### config.mk
export PLATFORM = sky130hd
export DESIGN_NAME = branch_trace_sequencer
export DESIGN_NICKNAME = d
export VERILOG_FILES = /design/src/rtl/branch_trace_sequencer.sv
export SDC_FILE = /design/constraint.sdc
export NUM_CORES = 1
export LEC_CHECK = 0
export CORE_MARGIN = 8
export CORE_UTILIZATION = 40
export DETAILED_ROUTE_END_ITERATION = 7
export PLACE_DENSITY = 0.74
export SYNTH_ARGS = -nofsm -noshare
export SYNTH_HDL_FRONTEND = slang
export SYNTH_SLANG_ARGS = --single-unit
### constraint.sdc
create_clock -name clk -period 2.7 [get_ports clk]
set_input_delay 0.27 -clock clk [delete_from_list [all_inputs] [get_ports clk]]
set_output_delay 0.27 -clock clk [all_outputs]
set_load 0.005 [all_outputs]
### src/rtl/branch_trace_sequencer.sv
// rtl/branch_trace_sequencer.sv - SPI trace deserializer driving branch predictor request/update handshakes
//
// Receives SPI mode-0 frames (ADDR_W/8 address bytes MSB first, then one
// direction byte whose bit 0 is "taken"). Each accepted frame is turned into
// a predictor request, a wait for the prediction (with timeout), a training
// update carrying the ground truth, and a completion pulse.
//
// Optional feature macro: BRANCH_SEQ_STATS_EN (saturating branch/miss counters).
//
// Ports:
//   clk, rst                  system clock, asynchronous active-high reset
//   spi_cs, spi_mosi, spi_clk raw SPI inputs, asynchronous to clk
//   pred_req, pred_addr       one-cycle request and branch address to predictor
//   pred_valid, pred_taken    predictor response
//   upd_valid, upd_taken      one-cycle training update with actual direction
//   direction_ground_truth    actual direction of the last processed record
//   data_input_done           one-cycle pulse when a record completes
//   mispredict                one-cycle pulse when prediction differs from truth
//   overrun                   sticky: a frame arrived while busy and was dropped
//   busy                      sequencer not idle
//   branch_count, miss_count  statistics (zero when stats are disabled)

module branch_trace_sequencer #(
    parameter int ADDR_W       = 16,
    parameter int CNT_W        = 16,
    parameter int PRED_TIMEOUT = 15
) (
    input  logic              clk,
    input  logic              rst,
    input  logic              spi_cs,
    input  logic              spi_mosi,
    input  logic              spi_clk,
    output logic              pred_req,
    output logic [ADDR_W-1:0] pred_addr,
    input  logic              pred_valid,
    input  logic              pred_taken,
    output logic              upd_valid,
    output logic              upd_taken,
    output logic              direction_ground_truth,
    output logic              data_input_done,
    output logic              mispredict,
    output logic              overrun,
    output logic              busy,
    output logic [CNT_W-1:0]  branch_count,
    output logic [CNT_W-1:0]  miss_count
);

    localparam int NB = ADDR_W / 8;
    localparam int FW = ADDR_W + 8;
    localparam int TW = (PRED_TIMEOUT < 2) ? 1 : $clog2(PRED_TIMEOUT);

    typedef enum logic [2:0] {
        S_IDLE,
        S_REQ,
        S_WAIT,
        S_UPDATE,
        S_DONE
    } state_t;

    state_t state, next_state;

    // SPI synchronizers; sclk_d is the extra stage used for rising-edge detection
    logic cs_meta, cs_s, mosi_meta, mosi_s, sclk_meta, sclk_s, sclk_d;
    logic [FW-1:0] sr;
    logic [2:0]    bit_cnt;
    logic [1:0]    byte_cnt;
    logic          frame_done;
    logic          sclk_rise;

    // Only bit 0 of the direction byte carries information
    logic unused_dir_bits;
    assign unused_dir_bits = ^sr[7:1];

    assign sclk_rise = sclk_s & ~sclk_d;

    always_ff @(posedge clk or posedge rst) begin
        if (rst) begin
            cs_meta    <= 1'b1;
            cs_s       <= 1'b1;
            mosi_meta  <= 1'b0;
            mosi_s     <= 1'b0;
            sclk_meta  <= 1'b0;
            sclk_s     <= 1'b0;
            sclk_d     <= 1'b0;
            sr         <= '0;
            bit_cnt    <= '0;
            byte_cnt   <= '0;
            frame_done <= 1'b0;
        end else begin
            cs_meta    <= spi_cs;
            cs_s       <= cs_meta;
            mosi_meta  <= spi_mosi;
            mosi_s     <= mosi_meta;
            sclk_meta  <= spi_clk;
            sclk_s     <= sclk_meta;
            sclk_d     <= sclk_s;
            frame_done <= 1'b0;
            if (cs_s) begin
                // Deselect discards any partial frame
                bit_cnt  <= '0;
                byte_cnt <= '0;
            end else if (sclk_rise) begin
                sr      <= {sr[FW-2:0], mosi_s};
                bit_cnt <= bit_cnt + 3'd1;
                if (bit_cnt == 3'd7) begin
                    if (byte_cnt == 2'(NB)) begin
                        byte_cnt   <= '0;
                        frame_done <= 1'b1;
                    end else begin
                        byte_cnt <= byte_cnt + 2'd1;
                    end
                end
            end
        end
    end

    // Sequencer datapath
    logic          dir_r, pred_r, dgt_r;
    logic [TW-1:0] wait_cnt;
    logic          wait_expired;

    assign wait_expired = (wait_cnt == TW'(PRED_TIMEOUT - 1));

    always_ff @(posedge clk or posedge rst) begin
        if (rst) begin
            state <= S_IDLE;
        end else begin
            state <= next_state;
        end
    end

    always_ff @(posedge clk or posedge rst) begin
        if (rst) begin
            pred_addr <= '0;
            dir_r     <= 1'b0;
            pred_r    <= 1'b0;
            dgt_r     <= 1'b0;
            wait_cnt  <= '0;
            overrun   <= 1'b0;
        end else begin
            // The shift register holds the finished frame for several cycles
            // after frame_done, since the next spi_clk rise is >= 6 clk away
            if (frame_done) begin
                if (state == S_IDLE) begin
                    pred_addr <= sr[FW-1:8];
                    dir_r     <= sr[0];
                end else begin
                    overrun <= 1'b1;
                end
            end
            case (state)
                S_REQ:    wait_cnt <= '0;
                S_WAIT: begin
                    wait_cnt <= wait_cnt + 1'b1;
                    if (pred_valid) begin
                        pred_r <= pred_taken;
                    end else if (wait_expired) begin
                        pred_r <= 1'b0;
                    end
                end
                S_UPDATE: dgt_r <= dir_r;
                default: ;
            endcase
        end
    end

    always_comb begin
        next_state             = state;
        pred_req               = 1'b0;
        upd_valid              = 1'b0;
        upd_taken              = 1'b0;
        mispredict             = 1'b0;
        data_input_done        = 1'b0;
        busy                   = (state != S_IDLE);
        // Truth becomes visible in the UPDATE cycle itself, then is held by dgt_r
        direction_ground_truth = dgt_r;
        case (state)
            S_IDLE: begin
                if (frame_done) next_state = S_REQ;
            end
            S_REQ: begin
                pred_req   = 1'b1;
                next_state = S_WAIT;
            end
            S_WAIT: begin
                if (pred_valid || wait_expired) next_state = S_UPDATE;
            end
            S_UPDATE: begin
                upd_valid              = 1'b1;
                upd_taken              = dir_r;
                mispredict             = (pred_r != dir_r);
                direction_ground_truth = dir_r;
                next_state             = S_DONE;
            end
            S_DONE: begin
                data_input_done = 1'b1;
                next_state      = S_IDLE;
            end
            default: next_state = S_IDLE;
        endcase
    end

`ifdef BRANCH_SEQ_STATS_EN
    logic [CNT_W-1:0] branch_cnt_r, miss_cnt_r;

    always_ff @(posedge clk or posedge rst) begin
        if (rst) begin
            branch_cnt_r <= '0;
            miss_cnt_r   <= '0;
        end else begin
            if (upd_valid && (branch_cnt_r != '1)) branch_cnt_r <= branch_cnt_r + 1'b1;
            if (mispredict && (miss_cnt_r != '1)) miss_cnt_r <= miss_cnt_r + 1'b1;
        end
    end

    assign branch_count = branch_cnt_r;
    assign miss_count   = miss_cnt_r;
`else
    assign branch_count = '0;
    assign miss_count   = '0;
`endif

endmodule

==> results.py, run 1 <==
metrics = {
    "status": {
        "status": "finished clean",
    },
    "power_and_ir_drop": {
        "total_power_w": 0.00236,
        "p_per_area_mw_per_mm2": 724,
        "ir_worst_vdd_v": 0.000431,
        "pwr-share-clk_pct": 38.2,
        "power.share.switching_pct": 24.0,
        "combPwrFrac_pct": 12.7,
        "seqPwrFrac_pct": 49.0,
        "p_leak_nw": 1.61,
        "p_int_w": 0.00180,
        "p_switching_w": 0.000566,
    },
    "critical_path": {
        "setup.worst_path.start_class": "flip-flop",
        "critPathLaunch": "state[1]$_DFFE_PP0P_",
        "regToRegStartpoint": "sclk_s$_DFF_PP0_",
        "cp.arrival_ns": 1.89,
        "critical_path_required_ns": 2.43,
        "setup.worst_path.end_class": "output port",
        "crit_fanout": 7,
        "path_class": "flip-flop to output port",
    },
    "route": {
        "drtAntennaViolNets": 0,
        "wire_per_inst_um": 13.8,
        "wirelength_um": 4370,
        "drc": 0,
        "viasPerCell": 4.49,
        "drtPass1Iterations": 3,
        "drtIter0Drc": 32,
        "num_vias": 1418,
    },
    "floorplanning": {
        "rows": 30,
        "io_pins": 63,
        "die_h_um": 99.3,
        "die_x_um": 99.3,
        "start_util_pct": 41.1,
        "die_area_mm2": 0.00986,
        "core_mm2": 0.00676,
    },
    "synthesis": {
        "ys_async_sr_fraction_pct": 100,
        "synth_area_leaders": "dfrtp_1 (56%), mux2_2 (13%), buf_4 (9.5%), mux2_4 (5.4%), dfstp_2 (1.9%)",
        "avgSynthCellArea_um2": 14.2,
        "synth_common_cells": "dfrtp_1 (62), buf_4 (35), mux2_2 (32), mux2_4 (10), nand2_1 (6)",
        "syn_area_mm2": 0.00277,
        "synth_cells": 196,
        "synth_top_area_cell": "dfrtp_1",
        "synth-edff-count": 0,
        "ys_seq_elements": 64,
        "yosysTopAreaCellShare_pct": 55.9,
        "synth.most_common_cell": "dfrtp_1",
        "synth_flop_cell": "dfrtp_1",
        "yosys.cell_types.count": 32,
        "seq_area_frac_synth_pct": 57.8,
        "yosys_warnings": 0,
    },
    "sta": {
        "drv_slew": 0,
        "layout_min_cycle_time_ns": 2.16,
        "slew_headroom_pct": 58.7,
        "rsz0062_at_grt": "no",
        "finClkSkew_ns": 0.00999,
        "tightest_slew_ns": 0.618,
        "min_period_over_period_pct": 79.8,
        "finalWorstSetupSlack_ns": 0.544,
        "hold_ws_ns": 0.332,
        "fmax_ghz": 0.464,
        "setup_viol": 0,
        "finalSetupTns_ns": 0,
        "hold_viol_final": 0,
    },
    "placement": {
        "place_area_mm2": 0.00304,
        "dpl.hpwl_um": 3080,
        "pre_cts_slack_ns": 0.788,
        "port_buffers": 30,
        "routabilityCongestion": 0.704,
    },
    "clock_tree": {
        "cts_setup_buffers": 0,
        "tritoncts": "done",
        "clockRootBuffer": "clkbuf_8",
        "cts_buffer_depth": 2,
        "cts.sinks": 64,
        "cts_buffers": 9,
        "clk_latency_ns": 0.33,
        "clkTransAtPathRegs_ns": 0.07,
        "cts_resized": 0,
        "ctsHoldBuffers": 0,
        "h-tree-depth": 3,
    },
    "hold_path": {
        "worstHoldPathType": "input pin to asynchronous set/reset pin",
    },
    "finish": {
        "final_cell_area_mm2": 0.00326,
        "multi_input_area_um2": 982,
        "n_antenna_cell": 0,
        "nFillCells": 606,
        "seq_area_mm2": 0.00160,
        "area_growth_pct": 17.6,
        "nNetsFinal": 243,
        "drive_gt1_share_pct": 29.2,
    },
    "global_routing": {
        "grt.total_usage_pct": 9.49,
        "grt_pass1_wl_um": 7370,
        "grt_pass1_vias": 1451,
        "antenna_found_initial": 0,
        "grt_overflow": 0,
        "grt_max_degree": 37,
    },
    "job": {
        "drv_cap": 0,
    },
}
power by group through the flow:
stage / registers (W) / logic, W / clock network, W
floorplan: 0.00115 / 0.000262 / 0
global placement: 0.00117 / 0.000293 / 0
detailed placement: 0.00118 / 0.000302 / 0
CTS: 0.00116 / 0.000305 / 0.000928
global route: 0.00118 / 0.000342 / 0.000978
finish: 0.00116 / 0.000300 / 0.000903
cell type report:
class                      instances  share of cell area [%]
inverter                           4                   0.460
sequential                        64                    49.2
clock buffer                      12                    4.76
clock inverter                     3                    1.99
timing repair buffer              32                    10.4
multi-input combinational        121                    30.1
tap                               80                    3.07
worst max-delay path, stage by stage, from the launching register on:
cell	delay, ns
dfrtp_1	0.42
or3b_2	0.56
inv_1	0.08
clkdlybuf4s50_1	0.49
metal layers:
| layer | wire length [um] | part of all wire (%) | track usage, % |
|---|---|---|---|
| met1 | 1940 | 45 | 11.2 |
| met2 | 1980 | 45 | 14.0 |
| met3 | 358 | 8.2 | 4.61 |
| met4 | 83 | 1.9 | 4.89 |
| met5 | 0 | 0 | 0 |
final timing paths:
check                                                 end  slack (ns)  cells past startpoint
worst min register to register           sclk_s$_DFF_PP0_        0.35                      0
worst max register to register         sr[23]$_DFFE_PP0P_        0.82                      4
worst min-delay path              wait_cnt[3]$_DFFE_PP0P_        0.33                      2
min in group clk                        cs_meta$_DFF_PP1_        0.35                      1
worst max-delay path                             pred_req        0.54                      3
max in group asynchronous       pred_addr[10]$_DFFE_PP0P_        1.77                      3
sequential cells by signal (all words and copies together), names as in the netlist, 2 cells and up:
register and flops:
sr 24, state 3, byte_cnt 2, bit_cnt 3, wait_cnt 4, pred_addr 16
cells by family after synthesis:
| logic type | Yosys count | synth area share, % |
|---|---|---|
| multiplexers | 46 | 19.8 |
| AND/OR/NAND/NOR | 29 | 6.95 |
| XOR/XNOR | 2 | 0.632 |
| buffers and inverters | 42 | 11.1 |
| flip-flops | 64 | 57.8 |
| other | 1 | 0.135 |
| AO/OA/AOI/OAI | 8 | 1.76 |
| adder cells (fa/ha/maj) | 4 | 1.80 |
cells in the final DEF (no fill, tap or decap), drive strengths merged, types with 3 or more instances in the layout:
cell type,instances
dfrtp,62
mux2,42
conb,32
clkdlybuf4s50,30
clkbuf,12
nand2,6
o21ai,4
mux2i,4
ha,4
inv,4
nor2,4
or3b,3
per-stage QoR:
step	std cells	util, %
2_1_floorplan	227	-
3_3_place_gp	301	45.0
3_5_place_dp	301	45.0
4_1_cts	316	48.3
5_1_grt	316	48.3
6_report	316	48.3
No activity file was read; power rests on OpenSTA's default activity.
==> run 2, diff against run 1 <==
--- a/config.mk
+++ b/config.mk
@@ -8,7 +8,7 @@
 export CORE_MARGIN = 8
 export CORE_UTILIZATION = 40
 export DETAILED_ROUTE_END_ITERATION = 7
-export PLACE_DENSITY = 0.74
+export PLACE_DENSITY = 0.77
 export SYNTH_ARGS = -nofsm -noshare
 export SYNTH_HDL_FRONTEND = slang
 export SYNTH_SLANG_ARGS = --single-unit
==> constraint.sdc (replaced) <==
create_clock -name clk -period 1.8 [get_ports clk]
set_input_delay 0.18 -clock clk [delete_from_list [all_inputs] [get_ports clk]]
set_output_delay 0.18 -clock clk [all_outputs]
set_load 0.005 [all_outputs]
==> results.py, run 2 (synthesis gave the netlist of run 1 again) <==
metrics = {
    "floorplanning": {
        "io_pins": 63,
        "die_x_um": 99.3,
        "start_util_pct": 41.1,
        "core_mm2": 0.00676,
        "die_area_mm2": 0.00986,
        "rows": 30,
        "die_h_um": 99.3,
    },
    "route": {
        "drc": 0,
        "num_vias": 1463,
        "wirelength_um": 4580,
        "drtPass1Iterations": 2,
        "wire_per_inst_um": 13.9,
        "drtAntennaViolNets": 0,
        "viasPerCell": 4.45,
        "drtIter0Drc": 43,
    },
    "critical_path": {
        "cp_slowest_cell": "dfrtp_1",
        "setup.worst_path.end_class": "output port",
        "path_class": "flip-flop to output port",
        "cp.arrival_ns": 1.56,
        "setup.worst_path.start_class": "flip-flop",
        "crit_top_cell": "buf_6",
        "worstPathBufferInverterCount": 2,
        "crit_path_cell_trace": "buf_6 -> and3b_2 -> mux2_4 -> buf_6",
        "crit_path_max_incr_delay_ns": 0.41,
        "critical_path_required_ns": 1.62,
        "critPathTopFamily": "flip-flops",
        "crit_fanout": 4,
    },
    "placement": {
        "place_area_mm2": 0.00311,
        "routabilityCongestion": 0.747,
        "port_buffers": 30,
        "pre_cts_slack_ns": 0.113,
        "dp_cells": 308,
        "dpl.hpwl_um": 3240,
    },
    "finish": {
        "drive_gt1_share_pct": 33.7,
        "top_regs": "sr: 24 flops, pred_addr: 16 flops, wait_cnt: 4 flops",
        "largest_register_ffs": 24,
        "n_antenna_cell": 0,
        "layout_commonest_cell": "dfrtp_1",
        "area_growth_pct": 21.6,
        "nNetsFinal": 256,
        "most-common-layout-cells": "dfrtp_1 (62), conb_1 (32), mux2_2 (31)",
        "final_cells": 329,
        "top_register": "sr",
        "final_cell_area_mm2": 0.00337,
    },
    "clock_tree": {
        "cts.sinks": 64,
        "tritoncts": "done",
        "h-tree-depth": 3,
        "clockRootBuffer": "clkbuf_8",
        "clkTransAtPathRegs_ns": 0.07,
        "clk_latency_ns": 0.33,
        "ctsHoldBuffers": 0,
        "cts_buffer_depth": 2,
        "cts_buffers": 9,
    },
    "sta": {
        "setup_viol": 0,
        "hold_viol_final": 0,
        "finClkSkew_ns": 0.00806,
        "min_period_over_period_pct": 96.8,
        "layout_min_cycle_time_ns": 1.74,
        "finalWorstSetupSlack_ns": 0.0575,
        "drv_slew": 0,
        "rsz0062_at_grt": "yes",
        "fmax_ghz": 0.574,
    },
    "global_routing": {
        "grt.total_usage_pct": 9.99,
        "grt_pass1_wl_um": 7700,
        "antenna_found_initial": 0,
        "grt_pass1_vias": 1531,
        "grt_overflow": 0,
        "grt_max_degree": 36,
    },
    "power_and_ir_drop": {
        "ir_worst_vdd_v": 0.000649,
        "p_per_area_mw_per_mm2": 1050,
        "p_leak_nw": 1.70,
    },
    "hold_path": {
        "worstHoldPathType": "input pin to asynchronous set/reset pin",
    },
    "job": {
        "drv_cap": 0,
    },
    "status": {
        "status": "finished clean",
    },
}
==> run 2: cell count changes in the layout (fill, tap and decap cells not counted), moves of 2 or more <==
| cell | before | now |
|---|---|---|
| clkdlybuf4s50_1 | 30 | 24 |
| buf_4 | 0 | 11 |
| dlygate4sd2_1 | 0 | 4 |
| buf_6 | 0 | 2 |
==> run 2: per-layer routing <==
layer  share of wire (%)  up-vias  track usage (%)  wire (um)
met2                  46       39             15.1       2100
met4                 2.4        0             5.94        109
met1                  44      718             11.5       2030
li1                    -      695                -          -
met3                 7.5       11             4.40        342
met5                   0        -                0          0
==> run 2: per-stage QoR <==
stage	util, %	hold WS [ns]	TNS [ns]	power (W)
6_report	49.9	0.164	0	0.00354
5_1_grt	49.9	0.199	-0.0173	0.00374
4_1_cts	49.7	0.165	-0.214	0.00357
3_5_place_dp	46.0	0.339	0	0.00226
3_3_place_gp	46.0	0.333	0	0.00223
2_1_floorplan	-	0.184	0	0.00212
==> run 2: worst reg2reg max path: stages (launching register included) <==
cell     delay, ns
dfrtp_1       0.40
or3_4         0.44
nor2_8        0.14
buf_12        0.14
mux2_2        0.32
==> run 2: path summary, 6_finish.rpt <==
kind / endpoint / start / cells past startpoint / slack, ns
worst min register to register: sclk_s$_DFF_PP0_ / sclk_meta$_DFF_PP0_ / 0 / 0.35
worst max-delay path: direction_ground_truth / state[2]$_DFFE_PP0P_ / 4 / 0.06
min in group clk: cs_meta$_DFF_PP1_ / spi_cs / 1 / 0.26
max in group asynchronous: sr[9]$_DFFE_PP0P_ / rst / 3 / 1.12
worst min-delay path: byte_cnt[1]$_DFFE_PP0P_ / rst / 2 / 0.16
worst max register to register: pred_addr[9]$_DFFE_PP0P_ / state[0]$_DFFE_PP0P_ / 4 / 0.24
==> run 2: power by group <==
| part | leakage (nW) | switching, W | total, W | internal, W |
|---|---|---|---|---|
| clock | 0.102 | 0.000506 | 0.00125 | 0.000746 |
| combinational | 0.748 | 0.000253 | 0.000559 | 0.000306 |
| sequential | 0.855 | 0.000118 | 0.00173 | 0.00161 |
| total | 1.70 | 0.000877 | 0.00354 | 0.00266 |
==> run 2: layout make-up <==
| type | instances | area [um2] |
|---|---|---|
| clock inverter | 2 | 37.5 |
| sequential | 64 | 1600 |
| clock buffer | 13 | 169 |
| timing repair buffer | 45 | 453 |
| inverter | 4 | 15.0 |
| multi-input combinational | 121 | 993 |
| tap | 80 | 100 |
| fill | 616 | 3380 |
==> run 2: repair_timing <==
action,CTS,global route
gates cloned,0,0
setup endpoints to repair,5,2
setup buffers,6,0
resized for setup,8,5
